===== src/rtl/sc_level_sequencer.sv =====
// ---------------------------------------------------------------------------
// sc_level_sequencer
// Frogger game-level sequencer. Turns frog-home events into one-cycle
// active-low count pulses for the progress counter, clears that counter at
// game start and on each level change, advances the level when the count
// reaches the goal, tracks lives and declares win or loss.
//
// Optional feature macro: SC_LEVELSEQUENCER_LIVES_EN
//   defined   : lives counter, FrogDead edge detection and LOSE are active.
//   undefined : FrogDead_In ignored, Lives_OutBus and Lose_Out stay 0,
//               the game can only end in WIN.
//
// Ports
//   SC_LEVELSEQUENCER_CLOCK_50              in   system clock
//   SC_LEVELSEQUENCER_RESET_InLow           in   async reset, active-low
//   SC_LEVELSEQUENCER_StartButton_InLow     in   start button (synchronized)
//   SC_LEVELSEQUENCER_FrogHome_In           in   frog home, rising edge counts
//   SC_LEVELSEQUENCER_FrogDead_In           in   frog killed, rising edge counts
//   SC_LEVELSEQUENCER_Progress_InBus        in   count from progress counter
//   SC_LEVELSEQUENCER_CountSignal_OutLow    out  one-cycle count pulse (low)
//   SC_LEVELSEQUENCER_StartCountSignal_Out  out  synchronous counter clear
//   SC_LEVELSEQUENCER_GameActive_Out        out  counter enable
//   SC_LEVELSEQUENCER_Level_OutBus          out  current level, 0 when idle
//   SC_LEVELSEQUENCER_Lives_OutBus          out  remaining lives
//   SC_LEVELSEQUENCER_LevelUp_Out           out  pulse on each level advance
//   SC_LEVELSEQUENCER_Win_Out               out  high while in WIN
//   SC_LEVELSEQUENCER_Lose_Out              out  high while in LOSE
// ---------------------------------------------------------------------------
module sc_level_sequencer #(
  parameter int unsigned LEVELSEQUENCER_DATAWIDTH  = 5,
  parameter int unsigned LEVELSEQUENCER_LEVELWIDTH = 3,
  parameter int unsigned LEVELSEQUENCER_GOAL       = 5,
  parameter int unsigned LEVELSEQUENCER_MAXLEVEL   = 4,
  parameter int unsigned LEVELSEQUENCER_LIVES      = 3
) (
  input  logic                                 SC_LEVELSEQUENCER_CLOCK_50,
  input  logic                                 SC_LEVELSEQUENCER_RESET_InLow,
  input  logic                                 SC_LEVELSEQUENCER_StartButton_InLow,
  input  logic                                 SC_LEVELSEQUENCER_FrogHome_In,
  input  logic                                 SC_LEVELSEQUENCER_FrogDead_In,
  input  logic [LEVELSEQUENCER_DATAWIDTH-1:0]  SC_LEVELSEQUENCER_Progress_InBus,
  output logic                                 SC_LEVELSEQUENCER_CountSignal_OutLow,
  output logic                                 SC_LEVELSEQUENCER_StartCountSignal_Out,
  output logic                                 SC_LEVELSEQUENCER_GameActive_Out,
  output logic [LEVELSEQUENCER_LEVELWIDTH-1:0] SC_LEVELSEQUENCER_Level_OutBus,
  output logic [1:0]                           SC_LEVELSEQUENCER_Lives_OutBus,
  output logic                                 SC_LEVELSEQUENCER_LevelUp_Out,
  output logic                                 SC_LEVELSEQUENCER_Win_Out,
  output logic                                 SC_LEVELSEQUENCER_Lose_Out
);

  localparam int unsigned DW = LEVELSEQUENCER_DATAWIDTH;
  localparam int unsigned LW = LEVELSEQUENCER_LEVELWIDTH;

`ifdef SC_LEVELSEQUENCER_LIVES_EN
  localparam bit LIVES_EN_C = 1'b1;
`else
  localparam bit LIVES_EN_C = 1'b0;
`endif

  localparam logic [DW-1:0] GOAL_C      = DW'(LEVELSEQUENCER_GOAL);
  localparam logic [LW-1:0] MAXLEVEL_C  = LW'(LEVELSEQUENCER_MAXLEVEL);
  localparam logic [LW-1:0] LEVEL_ONE_C = LW'(1);
  // Lives load value; with the lives feature off the counter stays at zero.
  localparam logic [1:0]    LIVES_LOAD_C = LIVES_EN_C ? 2'(LEVELSEQUENCER_LIVES) : 2'd0;

  typedef enum logic [2:0] {
    ST_IDLE    = 3'd0,
    ST_CLEAR   = 3'd1,
    ST_PLAY    = 3'd2,
    ST_LEVELUP = 3'd3,
    ST_WIN     = 3'd4,
    ST_LOSE    = 3'd5
  } state_e;

  state_e          state_q, state_d;
  logic [LW-1:0]   level_q, level_d;
  logic [1:0]      lives_q, lives_d;
  logic            count_n_q, count_n_d;
  logic            start_count_q, start_count_d;
  logic            active_q, active_d;
  logic            level_up_q, level_up_d;
  logic            win_q, win_d;
  logic            lose_q, lose_d;

  logic            start_prev_q;
  logic            home_prev_q;

  logic            start_ev_c;
  logic            home_ev_c;
  logic            dead_ev_c;
  logic            goal_c;

  // Event detection: start on falling edge, home/death on rising edge.
  assign start_ev_c = start_prev_q & ~SC_LEVELSEQUENCER_StartButton_InLow;
  assign home_ev_c  = SC_LEVELSEQUENCER_FrogHome_In & ~home_prev_q;
  assign goal_c     = (SC_LEVELSEQUENCER_Progress_InBus >= GOAL_C);

`ifdef SC_LEVELSEQUENCER_LIVES_EN
  logic dead_prev_q;

  assign dead_ev_c = SC_LEVELSEQUENCER_FrogDead_In & ~dead_prev_q;

  // Death previous-value register.
  always_ff @(posedge SC_LEVELSEQUENCER_CLOCK_50 or negedge SC_LEVELSEQUENCER_RESET_InLow) begin
    if (!SC_LEVELSEQUENCER_RESET_InLow) begin
      dead_prev_q <= 1'b0;
    end else begin
      dead_prev_q <= SC_LEVELSEQUENCER_FrogDead_In;
    end
  end
`else
  logic unused_frog_dead_c;

  assign unused_frog_dead_c = SC_LEVELSEQUENCER_FrogDead_In;
  assign dead_ev_c          = 1'b0;
`endif

  // Next-state and next-output logic; outputs are computed for the state
  // being entered so that every port comes straight from a flop.
  always_comb begin
    state_d       = state_q;
    level_d       = level_q;
    lives_d       = lives_q;
    count_n_d     = 1'b1;
    start_count_d = 1'b0;
    active_d      = active_q;
    level_up_d    = 1'b0;
    win_d         = win_q;
    lose_d        = lose_q;

    case (state_q)
      ST_IDLE: begin
        if (start_ev_c) begin
          state_d       = ST_CLEAR;
          level_d       = LEVEL_ONE_C;
          lives_d       = LIVES_LOAD_C;
          start_count_d = 1'b1;
          active_d      = 1'b1;
        end
      end

      ST_CLEAR: begin
        state_d = ST_PLAY;
      end

      ST_PLAY: begin
        // A home event always pulses, whatever else happens this cycle.
        count_n_d = ~home_ev_c;
        if (dead_ev_c && (lives_q != 2'd0)) begin
          lives_d = lives_q - 2'd1;
        end
        // Losing the last life outranks reaching the goal.
        if (dead_ev_c && (lives_q == 2'd1)) begin
          state_d  = ST_LOSE;
          active_d = 1'b0;
          lose_d   = 1'b1;
        end else if (goal_c) begin
          if (level_q >= MAXLEVEL_C) begin
            state_d  = ST_WIN;
            active_d = 1'b0;
            win_d    = 1'b1;
          end else begin
            state_d       = ST_LEVELUP;
            level_d       = level_q + LW'(1);
            level_up_d    = 1'b1;
            start_count_d = 1'b1;
          end
        end
      end

      ST_LEVELUP: begin
        state_d = ST_PLAY;
      end

      ST_WIN, ST_LOSE: begin
        if (start_ev_c) begin
          state_d       = ST_CLEAR;
          level_d       = LEVEL_ONE_C;
          lives_d       = LIVES_LOAD_C;
          start_count_d = 1'b1;
          active_d      = 1'b1;
          win_d         = 1'b0;
          lose_d        = 1'b0;
        end
      end

      default: begin
        state_d  = ST_IDLE;
        level_d  = '0;
        lives_d  = 2'd0;
        active_d = 1'b0;
        win_d    = 1'b0;
        lose_d   = 1'b0;
      end
    endcase
  end

  // State, output and edge-detect registers.
  always_ff @(posedge SC_LEVELSEQUENCER_CLOCK_50 or negedge SC_LEVELSEQUENCER_RESET_InLow) begin
    if (!SC_LEVELSEQUENCER_RESET_InLow) begin
      state_q       <= ST_IDLE;
      level_q       <= '0;
      lives_q       <= 2'd0;
      count_n_q     <= 1'b1;
      start_count_q <= 1'b0;
      active_q      <= 1'b0;
      level_up_q    <= 1'b0;
      win_q         <= 1'b0;
      lose_q        <= 1'b0;
      start_prev_q  <= 1'b1;
      home_prev_q   <= 1'b0;
    end else begin
      state_q       <= state_d;
      level_q       <= level_d;
      lives_q       <= lives_d;
      count_n_q     <= count_n_d;
      start_count_q <= start_count_d;
      active_q      <= active_d;
      level_up_q    <= level_up_d;
      win_q         <= win_d;
      lose_q        <= lose_d;
      start_prev_q  <= SC_LEVELSEQUENCER_StartButton_InLow;
      home_prev_q   <= SC_LEVELSEQUENCER_FrogHome_In;
    end
  end

  assign SC_LEVELSEQUENCER_CountSignal_OutLow   = count_n_q;
  assign SC_LEVELSEQUENCER_StartCountSignal_Out = start_count_q;
  assign SC_LEVELSEQUENCER_GameActive_Out       = active_q;
  assign SC_LEVELSEQUENCER_Level_OutBus         = level_q;
  assign SC_LEVELSEQUENCER_Lives_OutBus         = lives_q;
  assign SC_LEVELSEQUENCER_LevelUp_Out          = level_up_q;
  assign SC_LEVELSEQUENCER_Win_Out              = win_q;
  assign SC_LEVELSEQUENCER_Lose_Out             = lose_q;

endmodule


===== config.mk =====
export PLATFORM = sky130hd
export DESIGN_NAME = sc_level_sequencer
export DESIGN_NICKNAME = d
export VERILOG_FILES = /design/src/rtl/sc_level_sequencer.sv
export SDC_FILE = /design/constraint.sdc
export NUM_CORES = 1
export LEC_CHECK = 0
export ABC_CLOCK_PERIOD_IN_PS = 2650
export CORE_AREA = 2 2 39 41
export DETAILED_ROUTE_END_ITERATION = 10
export DIE_AREA = 0 0 41 43
export GPL_TIMING_DRIVEN = 1
export PLACE_DENSITY = 0.87
export SLEW_MARGIN = 0
export SYNTH_ARGS = -nofsm -noshare
export SYNTH_HDL_FRONTEND = slang
export SYNTH_SLANG_ARGS = --single-unit
export TNS_END_PERCENT = 50

===== constraint.sdc =====
create_clock -name SC_LEVELSEQUENCER_CLOCK_50 -period 2.65 [get_ports SC_LEVELSEQUENCER_CLOCK_50]
set_clock_uncertainty 0.15 [all_clocks]
set_input_delay 0.795 -clock SC_LEVELSEQUENCER_CLOCK_50 [delete_from_list [all_inputs] [get_ports SC_LEVELSEQUENCER_CLOCK_50]]
set_output_delay 0.795 -clock SC_LEVELSEQUENCER_CLOCK_50 [all_outputs]
set_load 0.03 [all_outputs]

==> results of run 1 <==
-- area by class of cell --
type	count	area (um2)	area share, %
Clock buffer	3	22.52	2.908
Tap cell	16	20.02	2.585
Timing Repair Buffer	16	160.2	20.68
Multi-Input combinational cell	38	231.5	29.89
Inverter	2	7.507	0.9693
Sequential cell	13	327.8	42.33
Clock inverter	1	5.005	0.6462
-- placed cells by master, fill, tap and decap left out, types with 2 or more instances in the layout --
cell,Yosys,layout
a21oi_1,6,6
dfrtp_1,11,11
clkbuf_4,0,3
dfstp_2,2,2
nand2b_1,2,2
nor2_1,5,5
o21bai_1,2,2
conb_1,1,3
clkdlybuf4s50_1,0,16
o21ai_1,2,2
a22o_1,3,3
inv_2,2,2
-- registers in the layout, summed over array words and instances, names as in the netlist --
| signal | cells |
|---|---|
| SC_LEVELSEQUENCER_Level_OutBus | 3 |
| state_q | 3 |
| SC_LEVELSEQUENCER_CountSignal_OutLow | 1 |
| home_prev_q | 1 |
| SC_LEVELSEQUENCER_Win_Out | 1 |
| start_prev_q | 1 |
| SC_LEVELSEQUENCER_LevelUp_Out | 1 |
| SC_LEVELSEQUENCER_GameActive_Out | 1 |
| SC_LEVELSEQUENCER_StartCountSignal_Out | 1 |
-- power by group --
part | internal, mW | switching (mW) | total, mW | leakage (nW)
combinational | 0.211 | 0.270 | 0.481 | 0.166
clock | 0.0561 | 0.0662 | 0.122 | 0.0177
sequential | 0.276 | 0.0687 | 0.344 | 0.156
total | 0.543 | 0.405 | 0.948 | 0.340
-- cells by family after synthesis --
group / count (synthesis)
other: 1
buffers and inverters: 5
AND/OR/NAND/NOR: 16
flip-flops: 13
AO/OA/AOI/OAI: 18
adder cells (fa/ha/maj): 1
-- stage by stage --
step,hold slack (ps),instance area (um2),utilization [%]
final,311.4,774.5,55.97
after global routing,334.9,774.5,55.97
after CTS,323.1,774.5,55.97
after detailed placement,303.3,747.0,53.98
after global placement,270.3,747.0,53.98
after floorplan,263.9,589.3,-
-- final timing paths --
check                                                                       to                                      startpoint  cells after the start
worst max-delay path                      SC_LEVELSEQUENCER_CountSignal_OutLow  SC_LEVELSEQUENCER_CountSignal_OutLow$_DFF_PN1_                      1
worst min-delay path            SC_LEVELSEQUENCER_CountSignal_OutLow$_DFF_PN1_                           home_prev_q$_DFF_PN0_                      1
worst max register to register   SC_LEVELSEQUENCER_Level_OutBus[1]$_DFFE_PN0P_                          start_prev_q$_DFF_PN1_                      4
worst min register to register  SC_LEVELSEQUENCER_CountSignal_OutLow$_DFF_PN1_                           home_prev_q$_DFF_PN0_                      1
max in group asynchronous                               start_prev_q$_DFF_PN1_                   SC_LEVELSEQUENCER_RESET_InLow                      1
min in group asynchronous                                home_prev_q$_DFF_PN0_                   SC_LEVELSEQUENCER_RESET_InLow                      1
-- per-layer routing --
| metal | vias up | global-route usage, % | routed length (um) |
|---|---|---|---|
| met3 | 3 | 3.665 | 106 |
| met4 | 0 | 10.00 | 27 |
| met5 | - | 0 | 0 |
| met1 | 230 | 17.41 | 410 |
| li1 | 223 | - | - |
| met2 | 25 | 24.69 | 606 |
==> results.md, run 1 <==
- Worst setup path class: flop to output pin
- Boundary Pins: 21
- Largest net degree at the start of global routing: 14
- Max-cap check violation count: 0
- First-pass GRT wire length: 1787 um
- Initial DRC count: 7
- Share of the synthesized area in the top cell type: 47.31%
- Global Route Usage Sum: 15.54%
- Number of H-tree levels: 1
- Synth Area in Compound Gates: 20.22%
- Worst R2R Setup Slack: 1210 ps
- Worst-Skew Late Latency: 280 ps
- Largest family of logic cells by synthesized area: compound AO/OA/AOI/OAI gates
- Fraction of layout cells with a size suffix above 1: 15.07%
- Worst path max stage delay: 660 ps
- Crit path cell chain: clkdlybuf4s50_1
- Post-Layout Cell Count: 89
- XOR/XNOR share of the synthesized area: 0%
- Worst path slowest cell: clkdlybuf4s50_1
- Post-Synth Simple-Gate Area: 15.48%
- Clock Tree Buf Depth: 2
- PwrDens: 1224 nW/um2
- Static leakage: 0.3398 nW
- FF+latch count, synth: 13
- CTS root buffer: clkbuf_4
- Starting density of the core: 42.04%
- Status: complete, no violations
- Diode count: 0
- Slew Viols, Final: 0
- Hold Buf Count CTS: 0
- CP bufs+invs: 1
- Vias in the first global route: 436
- Placed insts: 85
- Worst VDD drop: 0.0005341 V
- Place WS: 351.8 ps
- Vias per cell: 5.404
- Wirelength per Cell: 12.93 um
- Slew headroom: 63.64%
- Min Tclk post-route: 2400 ps
- Die Ht: 43 um
- Power Total: 947.7 uW
- Postcts setup bufs: 0
- Cells after synthesis: 54
- Worst Tran Pin Value: 543.6 ps
- CP Max Fanout: 1
- Seq/Total Area, Yosys: 56.34%
- Fmax: 416.7 MHz
- Post-synth EDFFs: 0
- Fin crit share: 90.57%
- Final setup margin: 249.9 ps
- Die ar.: 1763 um2
- Avg Cell Area, Syn: 10.77 um2
- Area delta synth->final: 33.12%
- CP Launch Type: flop
- TNS Setup: 0 ps
- Synth Warn #: 0
- Setup violators final: 0
- Leading area contributor after synthesis: dfrtp_1
- Row cnt: 14
- Total gr overflow: 0
- # fillers: 130
- CTS buffer count: 3
- Critical Path End Type: output pin
- Async SR Flop Fraction: 100.0%
- Vias: 481
- Routed wire length: 1151 um
- Mux share of post-synthesis cell area: 0%
- Hold WC Path Type: flop to flop
- Final nets: 85
- Worst-path clk slew: 80 ps
- Drt drc: 0
- Most common library cells after synthesis: dfrtp_1, a21oi_1, nor2_1
- GP Congestion: 0.8675
- Synth Cell Area: 581.8 um2
- RSZ-0062 raised after global routing: no
- Synth Area in Adders: 2.151%
- Die Wd: 41 um
- PostCTS Resize Cnt: 0
- CTS Sinks: 13
- Critical path arrival: 1460 ps
- Count leader, synth: dfrtp_1
- Final ANT Viol Nets: 0
- Initial antenna violation count: 0
- Dpl hpwl: 873.2 um
- PortBufs: 16
- CP required: 1710 ps
- Final Hold Fails: 0
- CTS tree: done
- Drt pass-1 iters: 4
- CP delay by family, top: buffers and inverters
- Top FF cell, synth: dfrtp_1
- Synth unique cells: 26
- Synth area leaders: dfrtp_1, dfstp_2, a21oi_1
- CORE AREA: 1384 um2
Power figures use the tool's default switching activity.
==> run 2, diff against run 1 <==
--- a/config.mk
+++ b/config.mk
@@ -10,7 +10,7 @@
 export DETAILED_ROUTE_END_ITERATION = 10
 export DIE_AREA = 0 0 41 43
 export GPL_TIMING_DRIVEN = 1
-export PLACE_DENSITY = 0.87
+export PLACE_DENSITY = 0.78
 export SLEW_MARGIN = 0
 export SYNTH_ARGS = -nofsm -noshare
 export SYNTH_HDL_FRONTEND = slang
==> results.md, run 2 (synthesized netlist as in run 1, its figures left out) <==
- Design Area, Final: 773.2 um2 (was 774.5 um2)
- Area delta synth->final: 32.90% (was 33.12%)
- Boundary Pins: 21 (unchanged)
- CORE AREA: 1384 um2 (unchanged)
- Final ANT Viol Nets: 0 (unchanged)
- Postcts setup bufs: 0 (unchanged)
- Worst setup path class: flop to output pin (unchanged)
- Place WS: 353.8 ps (was 351.8 ps)
- PortBufs: 16 (unchanged)
- Worst-Skew Late Latency: 280 ps (about the same)
- Worst-path clk slew: 70 ps (was 80 ps)
- Largest net degree at the start of global routing: 14 (unchanged)
- Die ar.: 1763 um2 (unchanged)
- Wirelength per Cell: 12.62 um (was 12.93 um)
- Row cnt: 14 (unchanged)
- Total gr overflow: 0 (unchanged)
- Global Route Usage Sum: 15.06% (was 15.54%)
- Clock Tree Buf Depth: 2 (unchanged)
- Worst Tran Pin Value: 552.7 ps (was 543.6 ps)
- CTS tree: done (unchanged)
- Drt drc: 0 (unchanged)
- PostCTS Resize Cnt: 0 (unchanged)
- CP required: 1710 ps (about the same)
- CTS buffer count: 3 (unchanged)
- Setup violators final: 0 (unchanged)
- Drt pass-1 iters: 4 (unchanged)
- Final Hold Fails: 0 (unchanged)
- Slew Viols, Final: 0 (unchanged)
- Max-cap check violation count: 0 (unchanged)
- Starting density of the core: 42.04% (unchanged)
- Crit path cell chain: clkdlybuf4s50_1 (unchanged)
- First-pass GRT wire length: 1780 um (was 1787 um)
- CTS Sinks: 13 (unchanged)
- Vias per cell: 5.326 (was 5.404)
- CP delay by family, top: buffers and inverters (unchanged)
- Dpl hpwl: 866 um (was 873.2 um)
- Critical path arrival: 1450 ps (was 1460 ps)
- Slew headroom: 63.04% (was 63.64%)
- Critical Path End Type: output pin (unchanged)
- Min Tclk post-route: 2394 ps (was 2400 ps)
- CP bufs+invs: 1 (unchanged)
- Placed cell area: 747.0 um2 (unchanged)
- Worst VDD drop: 0.0006958 V (was 0.0005341 V)
- Routed wire length: 1123 um (was 1151 um)
- Final setup margin: 256.2 ps (was 249.9 ps)
- CP Max Fanout: 1 (unchanged)
- Fin crit share: 90.33% (was 90.57%)
- Worst path max stage delay: 660 ps (about the same)
- Final nets: 85 (unchanged)
- Most common cell after layout, fill and taps aside: clkdlybuf4s50_1 (unchanged)
- Diode count: 0 (unchanged)
- TNS Setup: 0 ps (unchanged)
- Static leakage: 0.3370 nW (was 0.3398 nW)
- Initial DRC count: 3 (was 7)
- Worst path slowest cell: clkdlybuf4s50_1 (unchanged)
- Fraction of layout cells with a size suffix above 1: 13.70% (was 15.07%)
- Initial antenna violation count: 0 (unchanged)
- Hold Buf Count CTS: 0 (unchanged)
- PwrDens: 1220 nW/um2 (was 1224 nW/um2)
- Die Wd: 41 um (unchanged)
- Vias in the first global route: 446 (was 436)
- Number of H-tree levels: 1 (unchanged)
- CTS root buffer: clkbuf_4 (unchanged)
- Status: complete, no violations (unchanged)
- GP Congestion: 0.8571 (was 0.8675)
- CP Launch Type: flop (unchanged)
- Most frequent cells in the layout: clkdlybuf4s50_1, dfrtp_1, a21oi_1 (unchanged)
- RSZ-0062 raised after global routing: no (unchanged)
- Die Ht: 43 um (unchanged)
- Hold WC Path Type: flop to flop (unchanged)
- Fmax: 417.7 MHz (was 416.7 MHz)
- Vias: 474 (was 481)
run 2: final timing paths:
path,from,to,slack (ps),cells after the start
min,home_prev_q$_DFF_PN0_,SC_LEVELSEQUENCER_CountSignal_OutLow$_DFF_PN1_,310,1
max,SC_LEVELSEQUENCER_CountSignal_OutLow$_DFF_PN1_,SC_LEVELSEQUENCER_CountSignal_OutLow,260,1
max in group asynchronous,SC_LEVELSEQUENCER_RESET_InLow,SC_LEVELSEQUENCER_CountSignal_OutLow$_DFF_PN1_,1260,1
min in group asynchronous,SC_LEVELSEQUENCER_RESET_InLow,SC_LEVELSEQUENCER_Win_Out$_DFFE_PN0P_,720,1
min reg2reg,home_prev_q$_DFF_PN0_,SC_LEVELSEQUENCER_CountSignal_OutLow$_DFF_PN1_,310,1
max reg2reg,start_prev_q$_DFF_PN1_,SC_LEVELSEQUENCER_Level_OutBus[1]$_DFFE_PN0P_,1220,4
run 2: power by group:
group / internal (mW) / switching [mW] / leakage, nW
Sequential: 0.276 / 0.0716 / 0.156
Combinational: 0.210 / 0.266 / 0.166
Clock: 0.0584 / 0.0622 / 0.0150
Total: 0.544 / 0.399 / 0.337
run 2: stage by stage:
stage / cells / util (%) / power, mW / hold WS, ps
after global routing: 89 / 55.88 / 1.013 / 340.3
final: 89 / 55.88 / 0.9432 / 310.5
after CTS: 89 / 55.88 / 0.9519 / 314.7
after detailed placement: 85 / 53.98 / 0.8302 / 291.7
after global placement: 85 / 53.98 / 0.8172 / 279.8
after floorplan: 56 / - / 0.6629 / 263.9
run 2: area by class of cell:
type / count / area (um2)
Tap cell: 16 / 20.02
Inverter: 2 / 7.507
Timing Repair Buffer: 16 / 160.2
Fill cell: 140 / 610.6
Multi-Input combinational cell: 38 / 231.5
Sequential cell: 13 / 327.8
Clock buffer: 4 / 26.28
run 2: layer usage:
metal	vias to the layer above	part of all wire (%)	global-route usage (%)
li1	221	-	-
met2	23	47	24.06
met1	227	40	17.53
met4	0	2.0	8.000
met5	-	0	0
met3	3	10	3.665
run 2: worst register-to-register path, delay by kind of cell (launching register included):
kind	cells	cell delay [ps]
flops	1	520
simple gates	1	90
compound gates	3	570
==> run 3, diff against run 2 <==
--- a/config.mk
+++ b/config.mk
@@ -6,9 +6,10 @@
 export NUM_CORES = 1
 export LEC_CHECK = 0
 export ABC_CLOCK_PERIOD_IN_PS = 2650
-export CORE_AREA = 2 2 39 41
+export CAP_MARGIN = 20
+export CORE_AREA = 5 5 42 44
 export DETAILED_ROUTE_END_ITERATION = 10
-export DIE_AREA = 0 0 41 43
+export DIE_AREA = 0 0 47 49
 export GPL_TIMING_DRIVEN = 1
 export PLACE_DENSITY = 0.78
 export SLEW_MARGIN = 0
==> results.md, run 3 (synthesized netlist as in run 1, its figures left out) <==
- Global Route Usage Sum: 11.59% (was 15.06%)
- R2R cell count: 4 (unchanged)
- Worst VDD drop: 0.0005463 V (was 0.0006958 V)
- Final Hold Fails: 0 (unchanged)
- Fmax: 415.9 MHz (was 417.7 MHz)
- Vias per cell: 5.135 (was 5.326)
- Post-Layout Cell Count: 89 (unchanged)
- CP Max Fanout: 1 (unchanged)
- Drt pass-1 iters: 4 (unchanged)
- Total gr overflow: 0 (unchanged)
- Static leakage: 0.3398 nW (was 0.3370 nW)
- Final nets: 85 (unchanged)
- Boundary Pins: 21 (unchanged)
- Vias in the first global route: 447 (was 446)
- Part of the power in registers: 36.5% (was 36.8%)
- Dpl hpwl: 876.6 um (was 866 um)
- Wirelength per Cell: 12.44 um (was 12.62 um)
- RR Startpoint: start_prev_q$_DFF_PN1_ (unchanged)
- Slew headroom: 62.58% (was 63.04%)
- Starting density of the core: 41.52% (was 42.04%)
- Most frequent cells in the layout: clkdlybuf4s50_1, dfrtp_1, a21oi_1 (unchanged)
- Die Ht: 49 um (was 43 um)
- PostCTS Resize Cnt: 0 (unchanged)
- Status: complete, no violations (unchanged)
- Diode count: 0 (unchanged)
- Hold WC Path Type: flop to flop (unchanged)
- CP bufs+invs: 1 (unchanged)
- Row cnt: 14 (unchanged)
- Worst R2R Setup Slack: 1200 ps (was 1220 ps)
- Placed cell area: 747.0 um2 (unchanged)
- Critical Path End Type: output pin (unchanged)
- Min Tclk post-route: 2404 ps (was 2394 ps)
- Comb pwr share: 50.5% (was 50.4%)
- Drt drc: 0 (unchanged)
- Largest net degree at the start of global routing: 14 (unchanged)
- Sw Ratio: 42.68% (was 42.35%)
- Number of H-tree levels: 1 (unchanged)
- Worst path slowest cell: clkdlybuf4s50_1 (unchanged)
- Worst Tran Pin Value: 559.6 ps (was 552.7 ps)
- Multi-input logic area: 231.5 um2 (unchanged)
- Die Wd: 47 um (was 41 um)
- Final ANT Viol Nets: 0 (unchanged)
- CORE AREA: 1401 um2 (was 1384 um2)
- Fin crit share: 90.73% (was 90.33%)
- Area delta synth->final: 33.12% (was 32.90%)
- Die ar.: 2303 um2 (was 1763 um2)
- Worst setup path class: flop to output pin (unchanged)
- Setup violators final: 0 (unchanged)
- Worst path max stage delay: 650 ps (was 660 ps)
- Detail Route met2 WL: 513 um (was 531 um)
- Final design utilization: 55.27% (was 55.88%)
- RSZ-0062 raised after global routing: no (unchanged)
- Hold Crit Endpoint: SC_LEVELSEQUENCER_CountSignal_OutLow$_DFF_PN1_ (unchanged)
- Most common cell after layout, fill and taps aside: clkdlybuf4s50_1 (unchanged)
- Routed wl met3: 84 um (was 113 um)
- Design Area, Final: 774.5 um2 (was 773.2 um2)
- Hold Buf Count CTS: 0 (unchanged)
- Initial DRC count: 3 (unchanged)
- PortBufs: 16 (unchanged)
- # fillers: 142 (was 140)
- Initial antenna violation count: 0 (unchanged)
- Worst min-delay path startpoint: home_prev_q$_DFF_PN0_ (unchanged)
- Hold path cells: 1 (unchanged)
- First-pass GRT wire length: 1925 um (was 1780 um)
- DR top layer: met4 (unchanged)
- Clock Tree Buf Depth: 2 (unchanged)
- Final setup margin: 245.7 ps (was 256.2 ps)
- Worst-path clk slew: 80 ps (was 70 ps)
- Worst setup path startpoint: SC_LEVELSEQUENCER_CountSignal_OutLow$_DFF_PN1_ (unchanged)
- Pint: 542.0 uW (was 543.8 uW)
- CP required: 1710 ps (about the same)
- Critical path arrival: 1460 ps (was 1450 ps)
- Clock share of power: 13.0% (was 12.8%)
- Place WS: 382.9 ps (was 353.8 ps)
- CP Launch Type: flop (unchanged)
- Reg2reg end: SC_LEVELSEQUENCER_Level_OutBus[1]$_DFFE_PN0P_ (unchanged)
- Placed insts: 85 (unchanged)
- CTS buffer count: 3 (unchanged)
- Max-cap check violation count: 0 (unchanged)
- PwrDens: 1221 nW/um2 (was 1220 nW/um2)
- Worst-Skew Late Latency: 280 ps (about the same)
- CTS tree: done (unchanged)
- TNS Setup: 0 ps (unchanged)
- Routed metal-1 wire length: 467 um (was 453 um)
- P_sw: 403.5 uW (was 399.5 uW)
- Fraction of layout cells with a size suffix above 1: 15.07% (was 13.70%)
- CP delay by family, top: buffers and inverters (unchanged)
- Crit path cell chain: clkdlybuf4s50_1 (unchanged)
- Postcts setup bufs: 0 (unchanged)
- Register area: 327.8 um2 (unchanged)
- GP Congestion: 0.8205 (was 0.8571)
- Slew Viols, Final: 0 (unchanged)
- CTS Sinks: 13 (unchanged)
- Vias: 457 (was 474)
- Routed wire length: 1107 um (was 1123 um)
- CTS root buffer: clkbuf_4 (unchanged)
[run 3: changes by cell type in the layout (fill, tap and decap cells not counted)]
cell      change
clkbuf_1      -1
clkinv_2      +1
[run 3: through the flow]
step                      power, mW  hold slack [ps]
final                        0.9455            289.0
after floorplan              0.6629            263.9
after detailed placement     0.8327            270.4
after CTS                    0.9579            291.6
after global routing          1.019            319.3
after global placement       0.8198            279.9
[run 3: cell type report]
type                            instances  share of cell area (%)
Tap cell                               16                   2.585
Clock buffer                            3                   2.908
Sequential cell                        13                   42.33
Clock inverter                          1                  0.6462
Multi-Input combinational cell         38                   29.89
Inverter                                2                  0.9693
Timing Repair Buffer                   16                   20.68
[run 3: worst max-delay path by stage]
stage	cells past startpoint	end
final	1	SC_LEVELSEQUENCER_CountSignal_OutLow
after global routing	1	SC_LEVELSEQUENCER_CountSignal_OutLow
after CTS	1	SC_LEVELSEQUENCER_CountSignal_OutLow
after detailed placement	5	SC_LEVELSEQUENCER_Level_OutBus[1]$_DFFE_PN0P_
after global placement	5	SC_LEVELSEQUENCER_Level_OutBus[1]$_DFFE_PN0P_
after floorplan	4	SC_LEVELSEQUENCER_Level_OutBus[2]$_DFFE_PN0P_
[run 3: routing by layer]
metal,vias up,track usage (%)
met5,-,0
met4,0,8.295
met3,5,2.214
met2,13,16.74
met1,214,14.78
li1,225,-
[run 3: power groups by stage]
stage	clock network, mW	registers [mW]	logic (mW)
6_report	0.123	0.345	0.478
3_5_place_dp	0	0.349	0.483
3_3_place_gp	0	0.346	0.474
4_1_cts	0.127	0.346	0.484
2_1_floorplan	0	0.438	0.224
5_1_grt	0.136	0.358	0.525
